$ cat config.mk
export PLATFORM = sky130hd
export DESIGN_NAME = src_control_unit
export DESIGN_NICKNAME = d
export VERILOG_FILES = /design/src/rtl/src_control_unit.sv
export SDC_FILE = /design/constraint.sdc
export NUM_CORES = 1
export LEC_CHECK = 0
export CORE_MARGIN = 2
export CORE_UTILIZATION = 40
export CTS_CLUSTER_SIZE = 24
export DETAILED_ROUTE_END_ITERATION = 8
export PLACE_DENSITY = 0.85
export SLEW_MARGIN = 20
export SYNTH_ARGS = -nofsm -noshare
export SYNTH_HDL_FRONTEND = slang
export SYNTH_SLANG_ARGS = --single-unit
$ cat constraint.sdc
create_clock -name clock -period 2.9 [get_ports clock]
set_input_delay 0.29 -clock clock [delete_from_list [all_inputs] [get_ports clock]]
set_output_delay 0.29 -clock clock [all_outputs]
set_load 0.02 [all_outputs]
$ cat src/rtl/src_control_unit.sv
// src_control_unit: Moore sequencer for a multi-cycle CPU datapath. It walks
// RESET -> T0..T7 (fetch plus execute) -> T0, or into a terminal HALT state.
// Each step drives a set of datapath strobes decoded from the state, the
// opcode field IR[31:27] and the CON flag.
module src_control_unit #(
    parameter logic [4:0] ADD_OP = 5'b00011
) (
    input  logic        clock,
    input  logic        clear,
    input  logic [31:0] IR,
    input  logic        CON,
    input  logic        Stop,
    output logic        Run,
    output logic [4:0]  opcode,
    output logic        Gra, Grb, Grc, Rin, Rout, BAout, Cout,
    output logic        PCout, PCin, IncPC, MARin, MDRin, MDRout, IRin, Yin, Zin,
    output logic        Zhighout, Zlowout, HIin, HIout, LOin, LOout,
    output logic        read, write, CONin, R8_RAin, InPortout, Out_portIn
);

    typedef enum logic [3:0] {
        S_RESET = 4'd0, S_T0 = 4'd1, S_T1 = 4'd2, S_T2 = 4'd3, S_T3 = 4'd4,
        S_T4 = 4'd5, S_T5 = 4'd6, S_T6 = 4'd7, S_T7 = 4'd8, S_HALT = 4'd9
    } state_e;

    typedef enum logic [3:0] {
        C_ALU, C_IMM, C_LDI, C_LD, C_ST, C_MULDIV, C_NEGNOT, C_BR,
        C_JR, C_JAL, C_IN, C_OUT, C_MFLO, C_MFHI, C_HALT, C_NOP
    } class_e;

    state_e     state_q, state_d;
    logic [4:0] op_s;
    class_e     cls_s;
    state_e     last_s;
    logic       ir_unused_s;

    // Group opcodes by the control sequence they share.
    function automatic class_e op_class(input logic [4:0] op);
        case (op) inside
            5'd0:            op_class = C_LD;
            5'd1:            op_class = C_LDI;
            5'd2:            op_class = C_ST;
            [5'd3:5'd11]:    op_class = C_ALU;
            [5'd12:5'd14]:   op_class = C_IMM;
            5'd15, 5'd16:    op_class = C_MULDIV;
            5'd17, 5'd18:    op_class = C_NEGNOT;
            5'd19:           op_class = C_BR;
            5'd20:           op_class = C_JR;
            5'd21:           op_class = C_JAL;
            5'd22:           op_class = C_IN;
            5'd23:           op_class = C_OUT;
            5'd24:           op_class = C_MFLO;
            5'd25:           op_class = C_MFHI;
            5'd27:           op_class = C_HALT;
            default:         op_class = C_NOP;
        endcase
    endfunction

    // Final execute step of each class; the step after it is T0.
    function automatic state_e last_step(input class_e c);
        case (c)
            C_ALU, C_IMM, C_LDI: last_step = S_T5;
            C_LD, C_ST:          last_step = S_T7;
            C_MULDIV, C_BR:      last_step = S_T6;
            C_NEGNOT, C_JAL:     last_step = S_T4;
            default:             last_step = S_T3;
        endcase
    endfunction

    // ALU operation presented during execute steps.
    function automatic logic [4:0] alu_select(input logic [4:0] op);
        case (op) inside
            [5'd3:5'd11], [5'd15:5'd18]: alu_select = op;
            5'd13:                       alu_select = 5'b00101;
            5'd14:                       alu_select = 5'b00110;
            5'd0, 5'd1, 5'd2, 5'd12, 5'd19: alu_select = ADD_OP;
            default:                     alu_select = 5'b00000;
        endcase
    endfunction

    assign op_s   = IR[31:27];
    assign cls_s  = op_class(op_s);
    assign last_s = last_step(cls_s);
    // Operand fields are consumed by the datapath select/encode logic, not here.
    assign ir_unused_s = ^IR[26:0];

    // Next-state sequencing.
    always_comb begin
        state_d = state_q;
        case (state_q)
            S_RESET: state_d = S_T0;
            S_T0: begin
                if (Stop) state_d = S_HALT;
                else      state_d = S_T1;
            end
            S_T1: state_d = S_T2;
            S_T2: state_d = S_T3;
            S_T3: begin
                if (cls_s == C_HALT)     state_d = S_HALT;
                else if (last_s == S_T3) state_d = S_T0;
                else                     state_d = S_T4;
            end
            S_T4, S_T5, S_T6: begin
                if (state_q == last_s) state_d = S_T0;
                else                   state_d = state_e'(state_q + 4'd1);
            end
            S_T7:   state_d = S_T0;
            S_HALT: state_d = S_HALT;
            default: state_d = S_RESET;
        endcase
    end

    // State register; clear low forces RESET immediately.
    always_ff @(posedge clock or negedge clear) begin
        if (!clear) state_q <= S_RESET;
        else        state_q <= state_d;
    end

    // Control decode; everything not named for a step stays low.
    always_comb begin
        {Gra, Grb, Grc, Rin, Rout, BAout, Cout} = 7'b0;
        {PCout, PCin, IncPC, MARin, MDRin, MDRout, IRin, Yin, Zin} = 9'b0;
        {Zhighout, Zlowout, HIin, HIout, LOin, LOout} = 6'b0;
        {read, write, CONin, R8_RAin, InPortout, Out_portIn} = 6'b0;
        Run    = 1'b0;
        opcode = 5'b00000;
        case (state_q)
            S_T0: begin
                Run = 1'b1;
                // A pending stop suppresses this fetch.
                PCout = !Stop; MARin = !Stop; IncPC = !Stop;
            end
            S_T1: begin Run = 1'b1; read = 1'b1; MDRin = 1'b1; end
            S_T2: begin Run = 1'b1; MDRout = 1'b1; IRin = 1'b1; end
            S_T3: begin
                Run = 1'b1; opcode = alu_select(op_s);
                case (cls_s)
                    C_ALU, C_IMM:       begin Grb = 1'b1; Rout = 1'b1; Yin = 1'b1; end
                    C_LDI, C_LD, C_ST:  begin Grb = 1'b1; BAout = 1'b1; Yin = 1'b1; end
                    C_MULDIV:           begin Gra = 1'b1; Rout = 1'b1; Yin = 1'b1; end
                    C_NEGNOT:           begin Grb = 1'b1; Rout = 1'b1; Zin = 1'b1; end
                    C_BR:               begin Gra = 1'b1; Rout = 1'b1; CONin = 1'b1; end
                    C_JR:               begin Gra = 1'b1; Rout = 1'b1; PCin = 1'b1; end
                    C_JAL:              begin PCout = 1'b1; R8_RAin = 1'b1; end
                    C_IN:               begin InPortout = 1'b1; Gra = 1'b1; Rin = 1'b1; end
                    C_OUT:              begin Gra = 1'b1; Rout = 1'b1; Out_portIn = 1'b1; end
                    C_MFLO:             begin LOout = 1'b1; Gra = 1'b1; Rin = 1'b1; end
                    C_MFHI:             begin HIout = 1'b1; Gra = 1'b1; Rin = 1'b1; end
                    default:            Run = 1'b1;
                endcase
            end
            S_T4: begin
                Run = 1'b1; opcode = alu_select(op_s);
                case (cls_s)
                    C_ALU:                     begin Grc = 1'b1; Rout = 1'b1; Zin = 1'b1; end
                    C_IMM, C_LDI, C_LD, C_ST:  begin Cout = 1'b1; Zin = 1'b1; end
                    C_MULDIV:                  begin Grb = 1'b1; Rout = 1'b1; Zin = 1'b1; end
                    C_NEGNOT:                  begin Zlowout = 1'b1; Gra = 1'b1; Rin = 1'b1; end
                    C_BR:                      begin PCout = 1'b1; Yin = 1'b1; end
                    C_JAL:                     begin Gra = 1'b1; Rout = 1'b1; PCin = 1'b1; end
                    default:                   Run = 1'b1;
                endcase
            end
            S_T5: begin
                Run = 1'b1; opcode = alu_select(op_s);
                case (cls_s)
                    C_ALU, C_IMM, C_LDI: begin Zlowout = 1'b1; Gra = 1'b1; Rin = 1'b1; end
                    C_LD, C_ST:          begin Zlowout = 1'b1; MARin = 1'b1; end
                    C_MULDIV:            begin Zlowout = 1'b1; LOin = 1'b1; end
                    C_BR:                begin Cout = 1'b1; Zin = 1'b1; end
                    default:             Run = 1'b1;
                endcase
            end
            S_T6: begin
                Run = 1'b1; opcode = alu_select(op_s);
                case (cls_s)
                    C_LD:     begin read = 1'b1; MDRin = 1'b1; end
                    C_ST:     begin Gra = 1'b1; Rout = 1'b1; MDRin = 1'b1; end
                    C_MULDIV: begin Zhighout = 1'b1; HIin = 1'b1; end
                    C_BR:     begin Zlowout = 1'b1; PCin = CON; end
                    default:  Run = 1'b1;
                endcase
            end
            S_T7: begin
                Run = 1'b1; opcode = alu_select(op_s);
                case (cls_s)
                    C_LD:    begin MDRout = 1'b1; Gra = 1'b1; Rin = 1'b1; end
                    C_ST:    write = 1'b1;
                    default: Run = 1'b1;
                endcase
            end
            default: Run = 1'b0;
        endcase
    end

endmodule

==> results_dict.tcl <==
set metrics [dict create \
    status "finished clean" \
    p_leak_uw 0.000698 \
    die_h_um 56.9 \
    dp_hpwl_um 3250 \
    worst_slack_ns 0.0721 \
    port_buffers 42 \
    dp_slack_ns 0.0363 \
    worst_setup_path_start_kind "register" \
    largest-register "state_q" \
    first_global_vias 1363 \
    whs_ns 0.250 \
    yosys-top-cells-area "nor2_1 9.1%, dfrtp_1 8.9%, a21oi_1 7.2%" \
    hold_buffers 0 \
    fin_skew_ns 0.00730 \
    ios 70 \
    synthesis.area_sq_mm 0.00112 \
    maxCapViolCount 0 \
    yosysTopAreaCell "nor2_1" \
    place_area_sq_mm 0.00167 \
    fin_crit_sh 0.975 \
    ys_types 49 \
    clk_pin_slew_ns 0.04 \
    route.detailed.wl_per_inst_um 15.3 \
    powerDensity_mw_per_mm2 622 \
    ys_seq_elements 4 \
    seq_power_share 0.104 \
    crit_type "reg -> out" \
    rows 19 \
    timing.final.crit_period_ns 2.83 \
    n_antenna_cell 0 \
    clk_latency_ns 0.25 \
    reg2reg_from "state_q[1]" \
    p_int_uw 502 \
    synth_top_area_frac 0.0905 \
    p_comb_frac 0.824 \
    slowest_delay_ns 0.61 \
    routed_wl_um 4040 \
    p_sw_frac 0.529 \
    drc_errors 0 \
    clockPowerShare 0.072 \
    worst_path_max_delay_cell "clkdlybuf4s50_1" \
    yosysSeqAreaShare 0.0894 \
    postCtsSetupBuffers 0 \
    tightest_slew_ns 0.445 \
    register_area_sq_um 100 \
    synthesis.nets 218 \
    antenna_found_initial 0 \
    cp_common_cell "inv_1" \
    setup_violations 0 \
    synthCells 178 \
    clk_path_buf_depth 2 \
    largest_reg_flops 4 \
    multi_input_area_sq_um 903 \
    vias 1573 \
    first_pass_iters 6 \
    postLayoutCoreUtil 0.632 \
    start_util 0.413 \
    postRouteAntennaNets 0 \
    drv_slew 0 \
    hp-class "in -> async" \
    layout-area-overhead-vs-synth_pct 53.0 \
    r2r_setup_slack_ns 1.20 \
    relSlewSlack 0.702 \
    grt_usage 0.248 \
    globalRouteOverflowTotal 0 \
    cts_tree "done" \
    crit_start "state_q[1]" \
    power_uw 1070 \
    htreeDepth 1 \
    grt_pass1_wl_um 6420 \
    crit_fanout 6 \
    numCtsBuffers 3 \
    crit_path_end_kind "primary output" \
    die_area_sq_mm 0.00324 \
    grt_start_max_net_pins 21 \
    reg_top3 "state_q: 4 flops" \
    ir_drop_mv 0.617 \
    max_freq_mhz 354 \
    ys.warnings.count 0 \
    die_x_um 56.9 \
    cp_cell_sequence "inv_1, ha_1, buf_4, nand2b_1, or3_1, inv_1, a311o_1, clkdlybuf4s50_1" \
    drive_gt1_frac 0.181 \
    p_switching_uw 564 \
    nets 274 \
    finalHoldViolCount 0 \
    drtIter0Drc 127 \
    fin_area_sq_mm 0.00171 \
    rr_worst_depth 7 \
    arrival_ns 2.54 \
    vias_per_cell 5.98 \
    design.core.area_sq_mm 0.00271 \
    critPathRequiredTime_ns 2.61 \
    r2r_end "state_q[2]" \
    cts_sinks 4 \
    endpoint "PCout" \
    gp_congestion 0.986 \
    syn_area_per_cell_sq_um 6.29 \
    root_buffer "clkbuf_4" \
    num-fill-cells 253 \
]
==> what timing repair did <==
| action | in CTS | in global routing |
|---|---|---|
| cloned | 0 | 0 |
| gates resized for setup | 1 | 7 |
| setup endpoints to repair | 1 | 6 |
==> final cells by class <==
class	count	share of cell area
Inverter	9	0.0197
Clock buffer	3	0.0131
Timing Repair Buffer	66	0.359
Sequential cell	4	0.0584
Multi-Input combinational cell	150	0.527
Tap cell	31	0.0226
==> cells in the mapped netlist, drive strengths merged <==
| library cell | n |
|---|---|
| o22ai | 2 |
| nand3b | 1 |
| and3b | 1 |
| nand4 | 4 |
| o211ai | 1 |
| nor2 | 27 |
| or4 | 1 |
| o31ai | 1 |
| o21a | 1 |
| or2 | 2 |
| a21oi | 17 |
| a211o | 2 |
| o311ai | 2 |
| a311o | 1 |
| or3 | 1 |
| nor4 | 2 |
| nand2 | 15 |
| a2111oi | 1 |
| ha | 4 |
| and3 | 2 |
| xnor2 | 2 |
| nand2b | 4 |
| o21bai | 2 |
| and2 | 3 |
| a31oi | 2 |
| nand3 | 9 |
| nor2b | 4 |
| o221ai | 2 |
| o21ai | 15 |
| nor3b | 2 |
| o32ai | 2 |
| inv | 9 |
| clkbuf | 1 |
| dfrtp | 4 |
| a22oi | 1 |
| buf | 14 |
| nor3 | 14 |
==> how the worst min path moves through the flow <==
stage	depth (start not counted)	end	slack [ns]
after floorplan	0	state_q[0]	-0.006
after global placement	1	state_q[2]	0.51
after detailed placement	1	state_q[2]	0.52
after CTS	1	state_q[1]	0.26
after global routing	1	state_q[1]	0.27
final	1	state_q[1]	0.25
==> stage by stage <==
step / setup TNS (ns) / cells
after floorplan: 0 / 178
after global placement: 0 / 260
after detailed placement: 0 / 260
after CTS: 0 / 263
after global routing: -0.00214 / 263
final: 0 / 263
==> worst max-delay path, delay by kind of cell (launching register included) <==
| family | cells | cell delay, ns |
|---|---|---|
| buffers and inverters | 4 | 1.05 |
| AND/OR/NAND/NOR | 2 | 0.47 |
| flip-flops | 1 | 0.40 |
| adder cells (fa/ha/maj) | 1 | 0.22 |
| AO/OA/AOI/OAI | 1 | 0.14 |
==> power groups by stage <==
stage	clock network (uW)	logic (uW)	registers [uW]
3_3_place_gp	0	830	109
6_report	76.5	878	111
3_5_place_dp	0	845	109
4_1_cts	75.3	846	109
2_1_floorplan	0	543	100
5_1_grt	80.6	944	113
==> kinds of logic after synthesis <==
group / after synthesis / synth area share
adders and majority gates: 4 / 0.0447
DFF: 4 / 0.0894
xor gates and xnor gates: 2 / 0.0224
and+or+nand+nor: 92 / 0.432
AOI/OAI and AO/OA: 52 / 0.294
buffers and inverters: 24 / 0.117
==> cell usage in the layout (no fill, tap or decap), drive strengths merged, types with 2 or more instances in the layout <==
cell type	n
clkbuf	3
o32ai	2
a21oi	17
o21bai	2
o221ai	2
and3	2
a31oi	2
dfrtp	4
nand4	4
nand2	15
o311ai	2
nor2b	4
or2	2
xnor2	2
ha	4
nor4	2
nor3	14
nand2b	4
nand3	9
nor2	27
o21ai	15
nor3b	2
and2	3
clkdlybuf4s50	40
o22ai	2
inv	9
a211o	2
buf	24
==> routing by layer <==
| layer | routed length (um) | up-vias | global-route usage |
|---|---|---|---|
| li1 | - | 749 | - |
| met1 | 1680 | 704 | 0.359 |
| met2 | 1850 | 111 | 0.384 |
| met3 | 470 | 9 | 0.0484 |
| met4 | 36 | 0 | 0.0465 |
| met5 | 0 | - | 0 |
No activity file was read; power rests on OpenSTA's default activity.
